<file path="config.mk">
export PLATFORM = sky130hd
export DESIGN_NAME = mitll_jtl_array_tick
export DESIGN_NICKNAME = d
export VERILOG_FILES = /design/src/rtl/mitll_jtl_pkg.sv /design/src/rtl/mitll_jtl_chan.sv /design/src/rtl/mitll_jtl_array_tick.sv
export SDC_FILE = /design/constraint.sdc
export NUM_CORES = 1
export LEC_CHECK = 0
export CELL_PAD_IN_SITES_DETAIL_PLACEMENT = 0
export CELL_PAD_IN_SITES_GLOBAL_PLACEMENT = 1
export CORE_MARGIN = 2
export CORE_UTILIZATION = 50
export CTS_CLUSTER_DIAMETER = 200
export DETAILED_ROUTE_END_ITERATION = 8
export GPL_TIMING_DRIVEN = 1
export PLACE_DENSITY = 0.82
export RECOVER_POWER = 25
export SYNTH_ARGS = -nofsm -noshare
export SYNTH_HDL_FRONTEND = slang
export SYNTH_HIERARCHICAL = 1
export SYNTH_SLANG_ARGS = --single-unit
</file>
<file path="constraint.sdc">
create_clock -name clk -period 8 [get_ports clk]
set_clock_uncertainty 0.1 [all_clocks]
set_input_delay 0.8 -clock clk [delete_from_list [all_inputs] [get_ports clk]]
set_output_delay 0.8 -clock clk [all_outputs]
set_load 0.05 [all_outputs]
</file>
<file path="src/rtl/mitll_jtl_pkg.sv">
// Shared constants for the tick-based JTL array: bias lookup tables and helpers.
// Tables are padded to 16 entries so any 4-bit code indexes them safely.
package mitll_jtl_pkg;
    localparam int BIAS_W   = 4;
    localparam int ERRCNT_W = 16;
    localparam int LUT_W    = 8;

    typedef logic [LUT_W-1:0] lut_t;

    // Entry 0 and 9..15 are invalid codes and read as zero.
    localparam logic [15:0][LUT_W-1:0] DELAY_LUT = {
        {7{8'd0}}, 8'd30, 8'd30, 8'd35, 8'd40, 8'd42, 8'd47, 8'd55, 8'd60, 8'd0
    };
    localparam logic [15:0][LUT_W-1:0] CT_LUT = {
        {7{8'd0}}, 8'd33, 8'd33, 8'd33, 8'd33, 8'd33, 8'd33, 8'd33, 8'd71, 8'd0
    };

    function automatic logic bias_valid(input logic [BIAS_W-1:0] b);
        return (b >= 4'd1) && (b <= 4'd8);
    endfunction

    function automatic lut_t delay_of(input logic [BIAS_W-1:0] b);
        return DELAY_LUT[b];
    endfunction

    function automatic lut_t ct_of(input logic [BIAS_W-1:0] b);
        return CT_LUT[b];
    endfunction
endpackage

</file>
<file path="src/rtl/mitll_jtl_chan.sv">
// One JTL channel: stamp FIFO of in-flight pulses, critical-timing timer,
// sticky error flag and the toggle-encoded output.
module mitll_jtl_chan
    import mitll_jtl_pkg::*;
#(
    parameter int DEPTH   = 4,
    parameter int STAMP_W = 12
) (
    input  logic               clk,
    input  logic               rst_n,
    input  logic               flush,
    input  logic               edg,
    input  logic [STAMP_W-1:0] tick,
    input  logic [STAMP_W-1:0] dly_m1,
    input  lut_t               ct_m1,
    output logic               out,
    output logic               err,
    output logic               viol
);
    localparam int PTR_W = $clog2(DEPTH);

    logic [DEPTH-1:0][STAMP_W-1:0] mem_q, mem_d;
    logic [PTR_W:0]                wr_q, wr_d, rd_q, rd_d;
    lut_t                          ct_q, ct_d;
    logic                          err_q, err_d, out_q, out_d;
    logic                          empty, full, pop, push;
    logic [STAMP_W-1:0]            age;
    lut_t                          ct_dec;

    always_comb begin
        empty  = (wr_q == rd_q);
        full   = (wr_q[PTR_W] != rd_q[PTR_W]) && (wr_q[PTR_W-1:0] == rd_q[PTR_W-1:0]);
        // Modular age; the stamp counter is allowed to wrap between push and pop.
        age    = tick - mem_q[rd_q[PTR_W-1:0]];
        pop    = !empty && !err_q && (age == dly_m1);
        // A full FIFO that drains this tick still has room for the new stamp.
        viol   = edg && !err_q && ((ct_q != '0) || (full && !pop));
        push   = edg && !err_q && !viol;
        ct_dec = (ct_q != '0) ? ct_q - 8'd1 : ct_q;

        mem_d = mem_q;
        wr_d  = wr_q;
        rd_d  = rd_q;
        ct_d  = ct_q;
        err_d = err_q;
        out_d = out_q;

        if (flush) begin
            rd_d  = wr_q;
            ct_d  = '0;
            err_d = 1'b0;
        end else if (err_q) begin
            rd_d = wr_q;
            ct_d = ct_dec;
        end else begin
            ct_d = ct_dec;
            if (pop) begin
                rd_d  = rd_q + 1'b1;
                out_d = ~out_q;
            end
            if (push) begin
                mem_d[wr_q[PTR_W-1:0]] = tick;
                wr_d = wr_q + 1'b1;
                ct_d = ct_m1;
            end
            if (viol) err_d = 1'b1;
        end
    end

    always_ff @(posedge clk) begin
        if (!rst_n) begin
            mem_q <= '0;
            wr_q  <= '0;
            rd_q  <= '0;
            ct_q  <= '0;
            err_q <= 1'b0;
            out_q <= 1'b0;
        end else begin
            mem_q <= mem_d;
            wr_q  <= wr_d;
            rd_q  <= rd_d;
            ct_q  <= ct_d;
            err_q <= err_d;
            out_q <= out_d;
        end
    end

    assign out = out_q;
    assign err = err_q;
endmodule

</file>
<file path="src/rtl/mitll_jtl_array_tick.sv">
// Multi-channel tick-based JTL delay model: shared tick counter, warmup,
// bias latch and saturating violation counter around NCH channel instances.
module mitll_jtl_array_tick
    import mitll_jtl_pkg::*;
#(
    parameter int NCH     = 4,
    parameter int DEPTH   = 4,
    parameter int STAMP_W = 12,
    parameter int WARMUP  = 40
) (
    input  logic                clk,
    input  logic                rst_n,
    input  logic [BIAS_W-1:0]   bias_code,
    input  logic                clr_err,
    input  logic [NCH-1:0]      in,
    output logic [NCH-1:0]      out,
    output logic [NCH-1:0]      err,
    output logic                bias_bad,
    output logic [ERRCNT_W-1:0] err_count
);
    localparam int WARM_W = $clog2(WARMUP + 2);

    logic [STAMP_W-1:0]  tick_q, tick_d;
    logic [WARM_W-1:0]   warm_q, warm_d;
    logic [BIAS_W-1:0]   bias_q;
    logic [NCH-1:0]      in_q, in_d;
    logic [ERRCNT_W-1:0] err_count_q, err_count_d;

    logic                bias_ok;
    logic [NCH-1:0]      acc, out_ch, err_ch, viol_ch;
    logic [STAMP_W-1:0]  dly_m1;
    lut_t                ct_m1;
    logic [ERRCNT_W:0]   nviol, sum;

    always_comb begin
        bias_ok = bias_valid(bias_q);
        dly_m1  = STAMP_W'(delay_of(bias_q) - 8'd1);
        ct_m1   = ct_of(bias_q) - 8'd1;
        tick_d  = tick_q + 1'b1;
        warm_d  = (warm_q != '0) ? warm_q - 1'b1 : warm_q;
        in_d    = in;
        // Edges are dropped during warmup, on a clear tick, and under a bad bias.
        acc     = (in ^ in_q) & {NCH{(warm_q == '0) && !clr_err && bias_ok}};

        nviol = '0;
        for (int i = 0; i < NCH; i++) nviol = nviol + {{ERRCNT_W{1'b0}}, viol_ch[i]};
        sum         = {1'b0, err_count_q} + nviol;
        err_count_d = sum[ERRCNT_W] ? '1 : sum[ERRCNT_W-1:0];
    end

    always_ff @(posedge clk) begin
        if (!rst_n) begin
            tick_q      <= '0;
            warm_q      <= WARM_W'(WARMUP);
            bias_q      <= bias_code;
            in_q        <= in;
            err_count_q <= '0;
        end else begin
            tick_q      <= tick_d;
            warm_q      <= warm_d;
            in_q        <= in_d;
            err_count_q <= err_count_d;
        end
    end

    for (genvar i = 0; i < NCH; i++) begin : g_ch
        mitll_jtl_chan #(
            .DEPTH   (DEPTH),
            .STAMP_W (STAMP_W)
        ) u_chan (
            .clk     (clk),
            .rst_n   (rst_n),
            .flush   (clr_err),
            .edg     (acc[i]),
            .tick    (tick_q),
            .dly_m1  (dly_m1),
            .ct_m1   (ct_m1),
            .out     (out_ch[i]),
            .err     (err_ch[i]),
            .viol    (viol_ch[i])
        );
    end

    assign out       = out_ch;
    assign err       = bias_ok ? err_ch : '1;
    assign bias_bad  = !bias_ok;
    assign err_count = err_count_q;
endmodule

</file>
==> flow_metrics.py <==
metrics = {
    "placed_design": {
        "place_area_sq_mm": 0.0186,
        "dp_hpwl_mm": 30.5,
        "gp_congestion": 0.878,
        "post-place-ws_ns": 1.25,
        "io_buffer_count": 35,
        "dp_cells": 2373,
    },
    "job": {
        "maxCapViolCount": 1,
    },
    "drt": {
        "drc": 0,
        "finalWirelength_mm": 44.0,
        "routedWlPerCell_um": 18.1,
        "ant_nets": 0,
        "drt_iter0_markers": 813,
        "dr.pass1.iters": 6,
        "wl_met2_mm": 19.9,
        "vias": 13900,
        "m1WireLength_mm": 20.6,
        "dr.max_layer_used": "met4",
        "viasPerCell": 5.72,
        "met3_length_mm": 2.14,
    },
    "worst_setup_path": {
        "cp_max_fo": 13,
        "cp.required_ns": 8.34,
        "reg2reg_depth": 21,
        "critical_path_buf_inv_count": 4,
        "crit_type": "reg -> reg",
        "critPathSlowestCell": "dfxtp_1",
        "arrival_ns": 7.34,
        "cp_top_family": "simple AND/OR/NAND/NOR gates",
        "cp-start-kind": "register",
        "worst_setup_path_end_kind": "register",
        "reg2reg_to": "err_count[11]$_SDFF_PN0_",
        "r2r_slack_ns": 1.0,
        "max_stage_delay_ns": 0.60,
        "cp_cell_sequence": "clkbuf_1, mux4_2, inv_1, ha_1, xnor2_1, nor2_1, nor4b_1, o32ai_1, or4b_4, o31a_1, nor2_1, nor2_1, fa_1, inv_1, fa_1, inv_1, fa_1, and4_1, nand4_1, nor4b_1, nor3_1",
        "reg2reg_from": "g_ch[0].u_chan/rd_q[1]$_SDFFE_PN0P_",
    },
    "worst_hold_path": {
        "hold_class": "reg -> reg",
        "worstHoldPathCells": 2,
        "whs_endpoint": "g_ch[2].u_chan/mem_q[18]$_SDFFE_PN0P_",
        "hold_path.startpoint": "g_ch[2].u_chan/mem_q[18]$_SDFFE_PN0P_",
    },
    "global_route": {
        "grt_max_degree": 217,
        "antenna_found_initial": 0,
        "grt_pass1_vias": 13700,
        "gr-total-overflow": 0,
        "grt_pass1_wl_mm": 71.5,
        "track_usage_pct": 23.2,
    },
    "clock_tree": {
        "cts_root_buf": "clkbuf_16",
        "cts_tree": "yes",
        "post-cts-setup-buffers": 0,
        "ctsHoldBuffers": 0,
        "worstSkewPairLatency_ns": 0.54,
        "cts_buffers": 35,
        "numClockSinks": 307,
        "cts.reportedPaths.clkPinSlew_ns": 0.06,
        "max-clock-path-buffers": 3,
        "cts_resized": 0,
        "htree_levels": 2,
    },
    "die": {
        "io_pins": 36,
        "core_area_sq_mm": 0.0355,
        "die_h_um": 193,
        "start_util_pct": 50.6,
        "die_area_sq_mm": 0.0374,
        "die_w_um": 193,
        "placementRows": 69,
    },
    "logic_synthesis": {
        "ys.flop_type": "dfxtp_1",
        "syn-cell-area_sq_mm": 0.0179,
        "syn_nets": 2043,
        "yosysSeqAreaShare_pct": 34.5,
        "synthCells": 1941,
        "async_flop_share_pct": 0,
        "ys_warn_count": 6,
        "syn_area_per_cell_sq_um": 9.24,
        "ys_ff_latch": 307,
        "synth_edf_count": 4,
        "synth_cell_types": 85,
    },
    "timing": {
        "hold_viol_final": 0,
        "period_needed_ns": 7.00,
        "tightest_slew_ns": 3.19,
        "setup_viol": 0,
        "hold_slack_ns": 0.354,
        "fin_ws_ns": 0.996,
        "rsz0062_at_grt": "false",
        "fin_crit_sh_pct": 87.5,
        "relSlewSlack_pct": -113,
        "tns_ns": 0,
        "slew_viol_final": 66,
        "fmax_mhz": 143,
    },
    "final_layout": {
        "stdcell_area_sq_mm": 0.0196,
        "syn_to_final_growth_pct": 9.18,
        "finalNonFillerCells": 2436,
        "layout-drive-gt1-share_pct": 8.20,
        "n_fill_cell": 3163,
        "final_nets": 2051,
        "diodes": 0,
    },
    "pwr": {
        "p_sw_share_pct": 32.6,
        "power_density_mw_per_mm2": 228,
        "clkPwrFrac_pct": 35.5,
        "vdd_drop_max_uv": 206,
        "p_int_mw": 3.01,
        "p_seq_share_pct": 38.2,
        "p_comb_share_pct": 26.3,
        "p_leak_nw": 7.89,
        "p_switching_mw": 1.45,
    },
    "status": {
        "violations": "max-capacitance violations, max-slew violations",
        "status": "finished with violations",
    },
}
logic make-up (layout without fill, tap and decap cells):
family / after synthesis / in the layout / synth area share, %
adders and majority gates: 91 / 91 / 6.64
AOI/OAI and AO/OA: 278 / 278 / 10.4
muxes: 261 / 261 / 18.0
DFF: 307 / 307 / 34.5
buffers and inverters: 206 / 240 / 5.51
xor gates and xnor gates: 142 / 142 / 7.01
and+or+nand+nor: 656 / 656 / 17.9
power by group through the flow:
stage,Clock [mW],Sequential (mW),Combinational [mW]
2_1_floorplan,0,1.71,0.932
3_3_place_gp,0,1.74,1.15
3_5_place_dp,0,1.74,1.17
4_1_cts,1.61,1.70,1.18
5_1_grt,1.68,1.72,1.30
6_report,1.58,1.71,1.17
worst reg2reg max path, cell delays in order (launching register included):
cell      delay (ns)
dfxtp_1         0.60
clkbuf_1        0.52
mux4_2          0.57
inv_1           0.07
ha_1            0.28
xnor2_1         0.43
nor2_1          0.10
nor4b_1         0.36
o32ai_1         0.15
or4b_4          0.51
o31a_1          0.44
nor2_1          0.13
nor2_1          0.12
fa_1            0.53
inv_1           0.05
fa_1            0.41
inv_1           0.09
fa_1            0.22
and4_1          0.32
nand4_1         0.47
nor4b_1         0.32
nor3_1          0.15
layout by cell type, fill, tap and decap left out, types with 8 or more instances in the layout:
cell type      Yosys  final
dfxtp_1          303    303
xor2_1            67     67
nor4_1            18     18
mux2i_1          207    207
inv_1            113    113
a21oi_1           84     84
o21ai_0           69     69
and2_1             9      9
nand4_1           19     19
and3_1            16     16
a22o_1             8      8
o2111ai_1          7      9
or3_1              8      8
mux4_2            47     47
nand2b_1          19     19
nor3_1            43     44
and4_1            11     11
clkbuf_16          0     36
buf_4              3     24
xnor2_1           74     74
nor2_1            86     86
nand3_1           39     39
nor2b_1           16     16
a21o_1            11     11
dlygate4sd3_1      0     33
o211ai_1          11     11
ha_1              84     84
a211oi_1          10     10
clkbuf_1          50     16
o21a_1             9      9
a31oi_1           11      8
nand2_1          328    329
metal layers:
| metal | vias up | GRT usage, % |
|---|---|---|
| met2 | 288 | 38.0 |
| met1 | 6728 | 31.3 |
| li1 | 6839 | - |
| met3 | 73 | 3.57 |
| met5 | - | 0 |
| met4 | 0 | 8.06 |
state kept, by name, summed over array words and instances, names as in the netlist, named ones only:
signal / cells
g_ch.u_chan/out: 4
tick_q: 12
warm_q: 6
in_q: 4
bias_q: 4
g_ch.u_chan/ct_q: 32
g_ch.u_chan/rd_q: 12
err_count: 16
g_ch.u_chan/wr_q: 12
g_ch.u_chan/err: 4
g_ch.u_chan/mem_q: 192
cells in the mapped netlist, types with 10 or more instances:
master	number	area, sq um
nand4_1	19	119
and4_1	11	96.3
nor3_1	43	215
clkbuf_1	50	188
buf_6	11	124
nand2b_1	19	119
nor2b_1	16	100
nand3_1	39	195
and3_1	16	100
inv_1	113	424
ha_1	84	1050
a21oi_1	84	420
a211oi_1	10	75.1
xnor2_1	74	648
buf_2	19	95.1
o211ai_1	11	82.6
a31oi_1	11	68.8
mux4_2	47	1060
dfxtp_1	303	6070
o21ai_0	69	345
a21o_1	11	82.6
xor2_1	67	587
nand2_1	328	1230
nor2_1	86	323
nor4_1	18	113
mux2i_1	207	2070
worst max-delay path by stage:
stage,cells after the start,slack (ns),to,startpoint
2_1_floorplan,23,1.53,err_count[12]$_SDFF_PN0_,g_ch[0].u_chan/rd_q[1]$_SDFFE_PN0P_
5_1_grt,21,0.48,err_count[11]$_SDFF_PN0_,g_ch[0].u_chan/rd_q[1]$_SDFFE_PN0P_
3_5_place_dp,20,1.25,err_count[11]$_SDFF_PN0_,g_ch[0].u_chan/rd_q[1]$_SDFFE_PN0P_
6_report,21,1.0,err_count[11]$_SDFF_PN0_,g_ch[0].u_chan/rd_q[1]$_SDFFE_PN0P_
4_1_cts,20,1.21,err_count[11]$_SDFF_PN0_,g_ch[0].u_chan/rd_q[1]$_SDFFE_PN0P_
3_3_place_gp,20,1.33,err_count[11]$_SDFF_PN0_,g_ch[0].u_chan/rd_q[1]$_SDFFE_PN0P_
cell type report:
| type | count | area [sq um] | share of cell area [%] |
|---|---|---|---|
| inverters | 113 | 424 | 2.17 |
| well taps | 461 | 577 | 2.94 |
| multi-input cells | 1428 | 10700 | 54.7 |
| repair buffers | 64 | 559 | 2.85 |
| clock buffers | 50 | 983 | 5.02 |
| flip-flops and latches | 307 | 6190 | 31.6 |
| clock inverters | 13 | 143 | 0.728 |
through the flow:
stage,utilization [%],total power [mW]
detailed placement,52.3,2.91
floorplan,-,2.65
CTS,55.5,4.49
finish,55.2,4.46
global placement,52.3,2.88
global route,55.2,4.69
Note: power is estimated with default switching activity, not from simulation.
